### src/rtl/board_io_pkg.sv
// Shared definitions for the board I/O front-end: LED mode encoding and counter sizing.
package board_io_pkg;

  typedef enum logic [1:0] {
    MODE_OFF   = 2'd0,
    MODE_ON    = 2'd1,
    MODE_BLINK = 2'd2
  } mode_t;

  // Bits needed to hold 0..n-1, never less than one.
  function automatic int cnt_w(input int n);
    return (n <= 2) ? 1 : $clog2(n);
  endfunction

endpackage

### src/rtl/board_io_debounce.sv
// One button: polarity fix, 2-FF sync, debounce (DEB_CYCLES+2 edges), registered press pulse; no backpressure.
// BOARD_IO_LONGPRESS_EN adds a saturating hold counter that pulses long_pulse once per hold.
module board_io_debounce
  import board_io_pkg::*;
#(
  parameter int BTN_ACTIVE_LOW = 1,
  parameter int DEB_CYCLES     = 120000,
  parameter int LONG_CYCLES    = 24000000
) (
  input  logic clk,
  input  logic reset,
  input  logic btn_raw,
  output logic level,
  output logic press,
  output logic long_pulse
);

  localparam int             DW      = cnt_w(DEB_CYCLES);
  localparam logic [DW-1:0]  DEB_MAX = DW'(DEB_CYCLES - 1);

  logic          btn_in;
  logic          sync1_q, sync1_d, sync2_q, sync2_d;
  logic          stable_q, stable_d, press_q, press_d;
  logic [DW-1:0] cnt_q, cnt_d;

  assign btn_in = (BTN_ACTIVE_LOW != 0) ? ~btn_raw : btn_raw;

  always_comb begin
    sync1_d  = btn_in;
    sync2_d  = sync1_q;
    stable_d = stable_q;
    cnt_d    = '0;
    if (sync2_q != stable_q) begin
      if (cnt_q == DEB_MAX) stable_d = sync2_q;
      else                  cnt_d    = cnt_q + 1'b1;
    end
    press_d = stable_d & ~stable_q;
  end

  always_ff @(posedge clk or negedge reset) begin
    if (!reset) begin
      sync1_q  <= 1'b0;
      sync2_q  <= 1'b0;
      stable_q <= 1'b0;
      press_q  <= 1'b0;
      cnt_q    <= '0;
    end else begin
      sync1_q  <= sync1_d;
      sync2_q  <= sync2_d;
      stable_q <= stable_d;
      press_q  <= press_d;
      cnt_q    <= cnt_d;
    end
  end

  assign level = stable_q;
  assign press = press_q;

`ifdef BOARD_IO_LONGPRESS_EN
  localparam int            LW       = cnt_w(LONG_CYCLES);
  localparam logic [LW-1:0] LONG_MAX = LW'(LONG_CYCLES - 1);

  logic [LW-1:0] hold_q, hold_d;
  logic          long_q, long_d;

  // Saturates at LONG_MAX so the pulse fires only on the step into it.
  always_comb begin
    hold_d = '0;
    long_d = 1'b0;
    if (stable_q) begin
      hold_d = (hold_q == LONG_MAX) ? hold_q : hold_q + 1'b1;
      long_d = (hold_d == LONG_MAX) && (hold_q != LONG_MAX);
    end
  end

  always_ff @(posedge clk or negedge reset) begin
    if (!reset) begin
      hold_q <= '0;
      long_q <= 1'b0;
    end else begin
      hold_q <= hold_d;
      long_q <= long_d;
    end
  end

  assign long_pulse = long_q;
`else
  // Always 0; the comparison only keeps LONG_CYCLES referenced in this build.
  assign long_pulse = (LONG_CYCLES < 0);
`endif

endmodule

### src/rtl/board_io_ctrl.sv
// Board button/LED front-end: per-channel debounce, OFF/ON/BLINK mode FSM, LED one cycle behind io_mode; no backpressure.
// BOARD_IO_LONGPRESS_EN enables long-press detection, which forces the channel mode to OFF.
module board_io_ctrl
  import board_io_pkg::*;
#(
  parameter int NUM_CH         = 2,
  parameter int BTN_ACTIVE_LOW = 1,
  parameter int DEB_CYCLES     = 120000,
  parameter int BLINK_CYCLES   = 3000000,
  parameter int LONG_CYCLES    = 24000000
) (
  input  logic                clk,
  input  logic                reset,
  input  logic [NUM_CH-1:0]   io_btn,
  output logic [NUM_CH-1:0]   io_led,
  output logic [NUM_CH-1:0]   io_btn_level,
  output logic [NUM_CH-1:0]   io_press,
  output logic [NUM_CH-1:0]   io_long,
  output logic [2*NUM_CH-1:0] io_mode
);

  localparam int            BW        = cnt_w(BLINK_CYCLES);
  localparam logic [BW-1:0] BLINK_MAX = BW'(BLINK_CYCLES - 1);

  logic [BW-1:0]     blink_cnt_q, blink_cnt_d;
  logic              phase_q, phase_d;
  mode_t             mode_q [NUM_CH];
  mode_t             mode_d [NUM_CH];
  logic [NUM_CH-1:0] led_q, led_d;

  for (genvar g = 0; g < NUM_CH; g++) begin : g_ch
    board_io_debounce #(
      .BTN_ACTIVE_LOW (BTN_ACTIVE_LOW),
      .DEB_CYCLES     (DEB_CYCLES),
      .LONG_CYCLES    (LONG_CYCLES)
    ) u_deb (
      .clk        (clk),
      .reset      (reset),
      .btn_raw    (io_btn[g]),
      .level      (io_btn_level[g]),
      .press      (io_press[g]),
      .long_pulse (io_long[g])
    );
    assign io_mode[2*g +: 2] = mode_q[g];
  end

  always_comb begin
    blink_cnt_d = blink_cnt_q + 1'b1;
    phase_d     = phase_q;
    led_d       = '0;
    if (blink_cnt_q == BLINK_MAX) begin
      blink_cnt_d = '0;
      phase_d     = ~phase_q;
    end
    for (int i = 0; i < NUM_CH; i++) begin
      mode_d[i] = mode_q[i];
      // A long-press force overrides a coincident press.
      if (io_long[i]) begin
        mode_d[i] = MODE_OFF;
      end else if (io_press[i]) begin
        case (mode_q[i])
          MODE_ON:    mode_d[i] = MODE_BLINK;
          MODE_BLINK: mode_d[i] = MODE_OFF;
          default:    mode_d[i] = MODE_ON;
        endcase
      end
      case (mode_q[i])
        MODE_ON:    led_d[i] = 1'b1;
        MODE_BLINK: led_d[i] = phase_q;
        default:    led_d[i] = 1'b0;
      endcase
    end
  end

  always_ff @(posedge clk or negedge reset) begin
    if (!reset) begin
      blink_cnt_q <= '0;
      phase_q     <= 1'b0;
      led_q       <= '0;
      for (int i = 0; i < NUM_CH; i++) mode_q[i] <= MODE_OFF;
    end else begin
      blink_cnt_q <= blink_cnt_d;
      phase_q     <= phase_d;
      led_q       <= led_d;
      for (int i = 0; i < NUM_CH; i++) mode_q[i] <= mode_d[i];
    end
  end

  assign io_led = led_q;

endmodule
### config.mk
export PLATFORM = sky130hd
export DESIGN_NAME = board_io_ctrl
export DESIGN_NICKNAME = d
export VERILOG_FILES = /design/src/rtl/board_io_pkg.sv /design/src/rtl/board_io_debounce.sv /design/src/rtl/board_io_ctrl.sv
export SDC_FILE = /design/constraint.sdc
export NUM_CORES = 1
export LEC_CHECK = 0
export ABC_AREA = 1
export CAP_MARGIN = 20
export CELL_PAD_IN_SITES_DETAIL_PLACEMENT = 0
export CELL_PAD_IN_SITES_GLOBAL_PLACEMENT = 1
export CORE_MARGIN = 4
export CORE_UTILIZATION = 46
export CTS_CLUSTER_DIAMETER = 30
export DETAILED_ROUTE_END_ITERATION = 8
export GPL_TIMING_DRIVEN = 0
export MAX_ROUTING_LAYER = met4
export PLACE_DENSITY = 0.8
export REMOVE_ABC_BUFFERS = 1
export SLEW_MARGIN = 20
export SYNTH_ARGS = -nofsm -noshare
export SYNTH_HDL_FRONTEND = slang
export SYNTH_SLANG_ARGS = --single-unit
### constraint.sdc
create_clock -name clk -period 1.84 [get_ports clk]
set_clock_uncertainty 0.05 [all_clocks]
set_input_delay 0.46 -clock clk [delete_from_list [all_inputs] [get_ports clk]]
set_output_delay 0.46 -clock clk [all_outputs]
set_load 0.005 [all_outputs]
# ---- Word level (Yosys, flattened, before mapping)
# Index checks and enable logic that the tools add are counted.
dict set report classes {
  add_sub_neg 3
  eq_ne 9
  muxes 13
  bitwise_logic 7
}
# operator n
set op_table {}
lappend op_table {{$mux W17} 4}
lappend op_table {{$add A17 B1 Y17 const B} 2}
lappend op_table {{$eq A17 B17 Y1 const B} 2}
lappend op_table {{$add A22 B1 Y22 const B} 1}
lappend op_table {{$eq A22 B22 Y1 const B} 1}
lappend op_table {{$mux W22} 1}
lappend op_table {{$pmux W2 S2} 2}
lappend op_table {{$not A1 Y1} 5}
lappend op_table {{$eq A2 B1 Y1 const B} 2}
lappend op_table {{$eq A2 B2 Y1 const B} 2}
lappend op_table {{$mux W1} 4}
lappend op_table {{$pmux W1 S2} 2}
lappend op_table {{$and A1 B1 Y1} 2}
lappend op_table {{$ne A1 B1 Y1} 2}
dict set report totals {
  regBits 71
  out_inout_bits 12
  elab_cells 47
}

# ---- Longest topological paths before layout
# Gate-level depths: netlist (run 1).
dict set report depth {
  word_depth 4
  ltp_mapped 8
}

# ---- By module
# From an unflattened synthesis (run 1), not the netlist that was laid out.
dict set report unflattened {
  cells_unflattened 505
  hier_area_um2 4023.9
}
# mod instances cells_per_inst area_per_inst_um2
set modules_own_cells {}
lappend modules_own_cells {board_io_debounce 2 146 1153.6}
lappend modules_own_cells {board_io_ctrl 1 213 1716.6}

# ---- Least setup slack after synthesis (run 1)
# Ideal clock, no wire load.
dict set report synth_path {
  kind {register -> register}
  startpoint {register blink_cnt_q[0]}
  endpoint {register blink_cnt_q[18]}
  setup_ns 0.119
  arrival_time_ns 1.179
  required_time_ns 1.671
  slack_ns 0.492
  stages_incl_launch_ff 9
  path_buffers 0
  synth_period_minus_slack_ns 1.348
  path_cell_list {dfrtp_1 -> ha_1 -> nand3_2 -> nor2_2 -> inv_1 -> nor2_1 -> nand2_1 -> nand2_1 -> nor2_1}
}
dict set report synth_between {
  elab_chain_cells 2
  elab_cells_between_ends 3
  classes_between {add/sub (1); eq/ne (1); mux (1)}
}
# item line_no
set synth_rtl {}
lappend synth_rtl {{from (decl)} board_io_ctrl.sv:25} ;# logic [BW-1:0] blink_cnt_q, blink_cnt_d;
lappend synth_rtl {{from (signal assigned)} board_io_ctrl.sv:82} ;# blink_cnt_q <= blink_cnt_d;
lappend synth_rtl {{$add A22 B1 Y22 or $eq A22 B22 Y1 (tied branches)} {board_io_ctrl.sv:48, board_io_ctrl.sv:51}}
lappend synth_rtl {{$mux W22 (*)} board_io_ctrl.sv:51} ;# if (blink_cnt_q == BLINK_MAX) begin
lappend synth_rtl {{net blink_cnt_d[18]} board_io_ctrl.sv:25}
# The timed path passes the listed nets; every way through them passes the cells marked *.
# A chain may end at the register's enable or synchronous reset.

# ---- Worst setup path in the final report (run 1)
dict set report layout_path {
  startpoint {register g_ch[1].u_deb.stable_q}
  endpoint {output io_btn_level[1]}
}
# item line_no
set layout_rtl {}
lappend layout_rtl {{from (decl)} board_io_debounce.sv:23} ;# logic stable_q, stable_d, press_q, press_d;
lappend layout_rtl {{from (signal assigned)} board_io_debounce.sv:50} ;# stable_q <= stable_d;
lappend layout_rtl {{to (decl)} board_io_ctrl.sv:16} ;# output logic [NUM_CH-1:0] io_btn_level,
# No word-level cell between the ends.

==> results.cfg, run 1 <==
[run_status]
status = finished, final reports clean

[routing]
drc = 0
vias_per_cell = 4.84
vias = 3044
drtIter0Drc = 81
routed_wirelength_um = 7650
antenna_left = 0
drt_pass1_iterations = 4
wl_per_cell_um = 12.2

[sta]
drv_slew = 0
rsz0062_at_grt = false
fmax_mhz = 561
finalSetupViolations = 0
hold_violations = 0
finalCriticalPeriod_ps = 1780
final.period_utilization_pct = 96.8
setup_slack_ps = 58.9

[clocking]
cts_sinks = 71
numCtsBuffers = 9
cts_resized = 0
root_buffer = clkbuf_8
h-tree-depth = 3
clockBufferDepth = 2
clock_latency_ps = 340
cts_tree = built
clk_pin_slew_ps = 70

[setup_path]
cp.arrival_ps = 1270
crit_required_ps = 1330
critPathKind = flop to primary output
end_kind = primary output
max_stage_delay_ps = 530
cpLargestDelayFamily = buffers and inverters
cp.buffers_inverters = 1
worstPathCellList = clkdlybuf4s50_1
cp_max_fo = 4
cp_slowest_cell = clkdlybuf4s50_1
setup.worst_path.start_class = flop

[placed_design]
gp_congestion = 0.847
hpwl_um = 5700
portBuffers = 13
post-place-ws_ps = 248
placed_cells = 611

[pwr]
p_clk_share_pct = 40.7
p_leak_nw = 2.04
power.internal_mw = 2.20
power-per-cell-area_mw_per_mm2 = 642
vdd_ir_drop_max_uv = 303
power_switching_mw = 0.625
seqPwrFrac_pct = 56.3
p_comb_share_pct = 3.0
swShare_pct = 22.1
finalPower_mw = 2.82

[synth]
synth_top_area_cell = dfrtp_1
synth-main-ff-cell = dfrtp_1
async_reset_ff_share_pct = 100
synthCells = 498
synth_edf_count = 0
yosys_warnings = 0
synth_seq_cells = 71
ys_types = 28
ys_top_cells_by_count = nand2_1, nor2_1, dfrtp_1
postSynthAreaPerCell_um2 = 7.94
synth_seq_area_share_pct = 44.9
syn-cell-area_mm2 = 0.00396
yosysMostFrequentCell = nand2_1
synth_top_area_share_pct = 44.9
synth_area_leaders = dfrtp_1, nand2_1, nor2_1

[global_route]
grt_pass1_vias = 3046
grt_pass1_wl_um = 13700
grt_overflow = 0
antenna_found_initial = 0
grtUsageTotal_pct = 17.3
grt_max_degree = 47

[floorplanning]
dieArea_mm2 = 0.0101
die_w_um = 101
die_h_um = 101
rows = 33
fp.coreArea_mm2 = 0.00830
initial_core_util_pct = 47.7
ios = 16

[hold_path]
min_path_type = flop to flop

[layout]
antenna_cells = 0
syn_to_final_growth_pct = 11.2
num-nets-final = 533
drive_above_1_share_pct = 10.1
stdcell_count = 629

[job]
drv_cap = 0
-- power by group through the flow --
stage / combinational [mW] / clock [mW] / sequential, mW
2_1_floorplan: 0.0334 / 0 / 1.62
3_3_place_gp: 0.0791 / 0 / 1.62
3_5_place_dp: 0.0869 / 0 / 1.62
4_1_cts: 0.0893 / 1.19 / 1.59
5_1_grt: 0.0992 / 1.24 / 1.59
6_report: 0.0851 / 1.15 / 1.59
-- placed cells by master, fill, tap and decap left out, drive strengths merged, types with 6 or more instances in the layout --
| master | count |
|---|---|
| nand2 | 108 |
| clkdlybuf4s50 | 12 |
| ha | 9 |
| inv | 67 |
| nor2 | 113 |
| a21oi | 10 |
| dfrtp | 71 |
| clkbuf | 15 |
| nand4 | 11 |
| xnor2 | 7 |
| o21ai | 11 |
| nand3 | 43 |
| xor2 | 26 |
| nor3 | 6 |
-- final cells by class --
cell class	count	area, um2
Tap cell	105	131
Fill cell	805	3900
Clock buffer	15	176
Timing Repair Buffer	17	180
Multi-Input combinational cell	354	1880
Sequential cell	71	1780
Inverter	67	251
-- layer usage --
metal / up-vias / GRT usage [%] / share of wire (%)
met5: - / - / 0
met4: 0 / 6.74 / 2.1
met3: 15 / 2.77 / 2.9
met2: 31 / 26.5 / 46
met1: 1412 / 23.0 / 49
li1: 1586 / - / -
-- registers in the layout (all words and copies together) (netlist names) --
name / cells
io_mode: 4
g_ch.u_deb.sync1_q: 2
g_ch.u_deb.cnt_q: 34
g_ch.u_deb.level: 2
io_led: 2
g_ch.u_deb.press: 2
g_ch.u_deb.sync2_q: 2
blink_cnt_q: 22
phase_q: 1
-- timing repair --
action	in CTS	in global routing
endpoints found under the setup margin	0	2
buffers inserted	0	2
hold endpoints to repair	25	0
hold buffers	1	0
-- metrics by stage --
| stage | setup TNS, ps | utilization (%) | hold slack [ps] | instance area [um2] |
|---|---|---|---|---|
| 2_1_floorplan | 0 | - | 114 | 3910 |
| 3_3_place_gp | -156290 | 50.3 | 282 | 4170 |
| 3_5_place_dp | 0 | 50.6 | 290 | 4200 |
| 4_1_cts | 0 | 52.8 | 307 | 4380 |
| 5_1_grt | 0 | 53.0 | 307 | 4400 |
| 6_report | 0 | 53.0 | 303 | 4400 |
-- cell families after synthesis --
kind of cell             after synthesis  synth area share [%]
AND/OR/NAND/NOR                      288                  34.2
buffers and inverters                 74                  7.62
flip-flops                            71                  44.9
XOR/XNOR                              33                  7.31
AO/OA/AOI/OAI                         22                  3.04
adder cells (fa/ha/maj)                9                  2.85
other                                  1                0.0948
-- final timing paths --
path	endpoint	slack [ps]	depth (start not counted)	start
setup / recovery	io_btn_level[1]	60	1	g_ch[1].u_deb.level
hold / removal	g_ch[0].u_deb.sync2_q	300	0	g_ch[0].u_deb.sync1_q
setup reg to reg	blink_cnt_q[18]	260	8	blink_cnt_q[0]
hold reg to reg	g_ch[0].u_deb.sync2_q	300	0	g_ch[0].u_deb.sync1_q
max in group asynchronous	g_ch[1].u_deb.cnt_q[6]	680	3	reset
min in group asynchronous	blink_cnt_q[2]	520	2	reset
Note: power is estimated with default switching activity, not from simulation.
==> inputs of run 2 (changes only) <==
- RECOVER_POWER: not set -> 100
==> run 2 against run 1 <==
Total power shrank 0.33%; sequential cell count is the same; sequential power is essentially flat; count of clock-buffer cells in the layout is the same; final cell count is the same; critical path depth is the same; global-route usage is the same; register-to-register slack lost 140 ps; design area shrank 2.4%; maximum frequency shrank 0.41%; critical endpoint is now io_led[1].
==> results.cfg, run 2 (synthesis gave the netlist of run 1 again) <==
[pwr]
power-per-cell-area_mw_per_mm2 = 655
power_switching_mw = 0.622
swShare_pct = 22.1
vdd_ir_drop_max_uv = 301
p_comb_share_pct = 2.8
seqPwrFrac_pct = 56.4
p_clk_share_pct = 40.8
power.internal_mw = 2.19
p_leak_nw = 2.03

[global_route]
grt_use_met3_pct = 2.77
antenna_found_initial = 0
grtUsageTotal_pct = 17.3
grt_max_degree = 47
use_met1_pct = 23.0
grt_pass1_vias = 3046
grt_overflow = 0
grt_pass1_wl_um = 13700
top_usage_layer = met2
use_met2_pct = 26.5

[setup_path]
ff2ff_path_depth = 6
critPathKind = flop to primary output
crit_required_ps = 1330
max_stage_delay_ps = 570
cp_max_fo = 1
cp_slowest_cell = dlygate4sd3_1
end_kind = primary output
reg2reg_slack_ps = 120
setup.worst_path.start_class = flop
timing.rr.end = g_ch[1].u_deb.cnt_q[10]
cp.buffers_inverters = 1
rr_startpoint = g_ch[1].u_deb.cnt_q[0]
worstPathCellList = dlygate4sd3_1
cp.arrival_ps = 1280
startpoint = io_led[1]
critical_path_depth = 1
cpLargestDelayFamily = buffers and inverters
critPathCapture = io_led[1]

[clocking]
cts_resized = 0
clk_pin_slew_ps = 70
h-tree-depth = 3
clock_latency_ps = 340
cts_tree = built
cts_sinks = 71
numCtsBuffers = 9
root_buffer = clkbuf_8
clockBufferDepth = 2

[sta]
max_slew.worst_pin.slew_ps = 647
hold_violations = 0
finalSetupTns_ps = 0
finalCriticalPeriod_ps = 1790
max-slew-margin-rel_pct = 56.9
drv_slew = 0
fmax_mhz = 559
finalSetupViolations = 0
final.period_utilization_pct = 97.2
rsz0062_at_grt = false

[floorplanning]
die_h_um = 101
die_w_um = 101
initial_core_util_pct = 47.7
dieArea_mm2 = 0.0101
rows = 33
fp.coreArea_mm2 = 0.00830
ios = 16

[placed_design]
placed_cells = 611
gp_congestion = 0.847
hpwl_um = 5700
portBuffers = 13

[layout]
mostFrequentLayoutCells = nor2_1, nand2_1, dfrtp_1
syn_to_final_growth_pct = 8.51
num-nets-final = 533
regMostFlops = g_ch.u_deb.cnt_q
fillers = 829
antenna_cells = 0
drive_above_1_share_pct = 6.87
stdcell_count = 629
layout_commonest_cell = nor2_1
largest_register_ffs = 34

[routing]
routed_wirelength_um = 7690
drtIter0Drc = 80
vias = 3019
vias_per_cell = 4.80
antenna_left = 0
wl_per_cell_um = 12.2
drt_pass1_iterations = 4
drc = 0

[run_status]
status = finished, final reports clean

[job]
drv_cap = 0

[hold_path]
min_path_type = flop to flop
run 2: changes by cell type in the layout (fill, tap and decap cells not counted), sizes merged:
cell,delta
dlygate4sd3,+4
clkdlybuf4s50,-4
buf,-2
clkbuf,+2
run 2: cell type report:
class,count,area [um2],area share [%]
clock buffers,15,176,4.11
multi-input cells,354,1800,41.9
well taps,105,131,3.06
repair buffers,17,158,3.67
flip-flops and latches,71,1780,41.4
inverters,67,251,5.86
run 2: per-stage QoR:
| stage | area, um2 | setup WS, ps | util [%] | hold slack (ps) | power (mW) |
|---|---|---|---|---|---|
| 6_report | 4290 | 51.6 | 51.7 | 303 | 2.81 |
| 3_5_place_dp | 4200 | 248 | 50.6 | 290 | 1.71 |
| 3_3_place_gp | 4170 | -2210 | 50.3 | 282 | 1.70 |
| 2_1_floorplan | 3910 | 492 | - | 114 | 1.65 |
| 4_1_cts | 4380 | 11.3 | 52.8 | 307 | 2.87 |
| 5_1_grt | 4290 | 8.22 | 51.7 | 307 | 2.92 |
run 2: worst register-to-register path, stage by stage (launching register included):
cell and delay, ps:
dfrtp_1 380, ha_1 210, nand3_2 140, nor2_1 460, nand2_1 130, xor2_1 190
nor2_2 40
run 2: worst min path at each step:
stage	cells after the start	from	endpoint	slack (ps)
after floorplan	0	reset	blink_cnt_q[0]	110
after global placement	0	g_ch[1].u_deb.sync1_q	g_ch[1].u_deb.sync2_q	280
after detailed placement	0	g_ch[0].u_deb.sync1_q	g_ch[0].u_deb.sync2_q	290
after CTS	0	g_ch[0].u_deb.sync1_q	g_ch[0].u_deb.sync2_q	310
after global routing	0	g_ch[0].u_deb.sync1_q	g_ch[0].u_deb.sync2_q	310
final	0	g_ch[0].u_deb.sync1_q	g_ch[0].u_deb.sync2_q	300
run 2: power groups by stage:
| stage | Combinational, mW | Clock (mW) | Sequential, mW |
|---|---|---|---|
| 6_report | 0.0774 | 1.15 | 1.59 |
| 5_1_grt | 0.0918 | 1.24 | 1.59 |
| 4_1_cts | 0.0893 | 1.19 | 1.59 |
| 3_5_place_dp | 0.0869 | 0 | 1.62 |
| 3_3_place_gp | 0.0791 | 0 | 1.62 |
| 2_1_floorplan | 0.0334 | 0 | 1.62 |
run 2: layer usage:
layer / part of all wire (%) / up-vias
li1: - / 1588
met1: 50 / 1395
met2: 46 / 24
met3: 2.0 / 12
met4: 1.9 / 0
met5: 0 / -
run 2: timing repair:
| item | CTS | global route |
|---|---|---|
| buffers inserted | 0 | 2 |
| hold buffers | 1 | 0 |
| endpoints found under the setup margin | 0 | 2 |
| endpoints found under the hold margin | 25 | 0 |
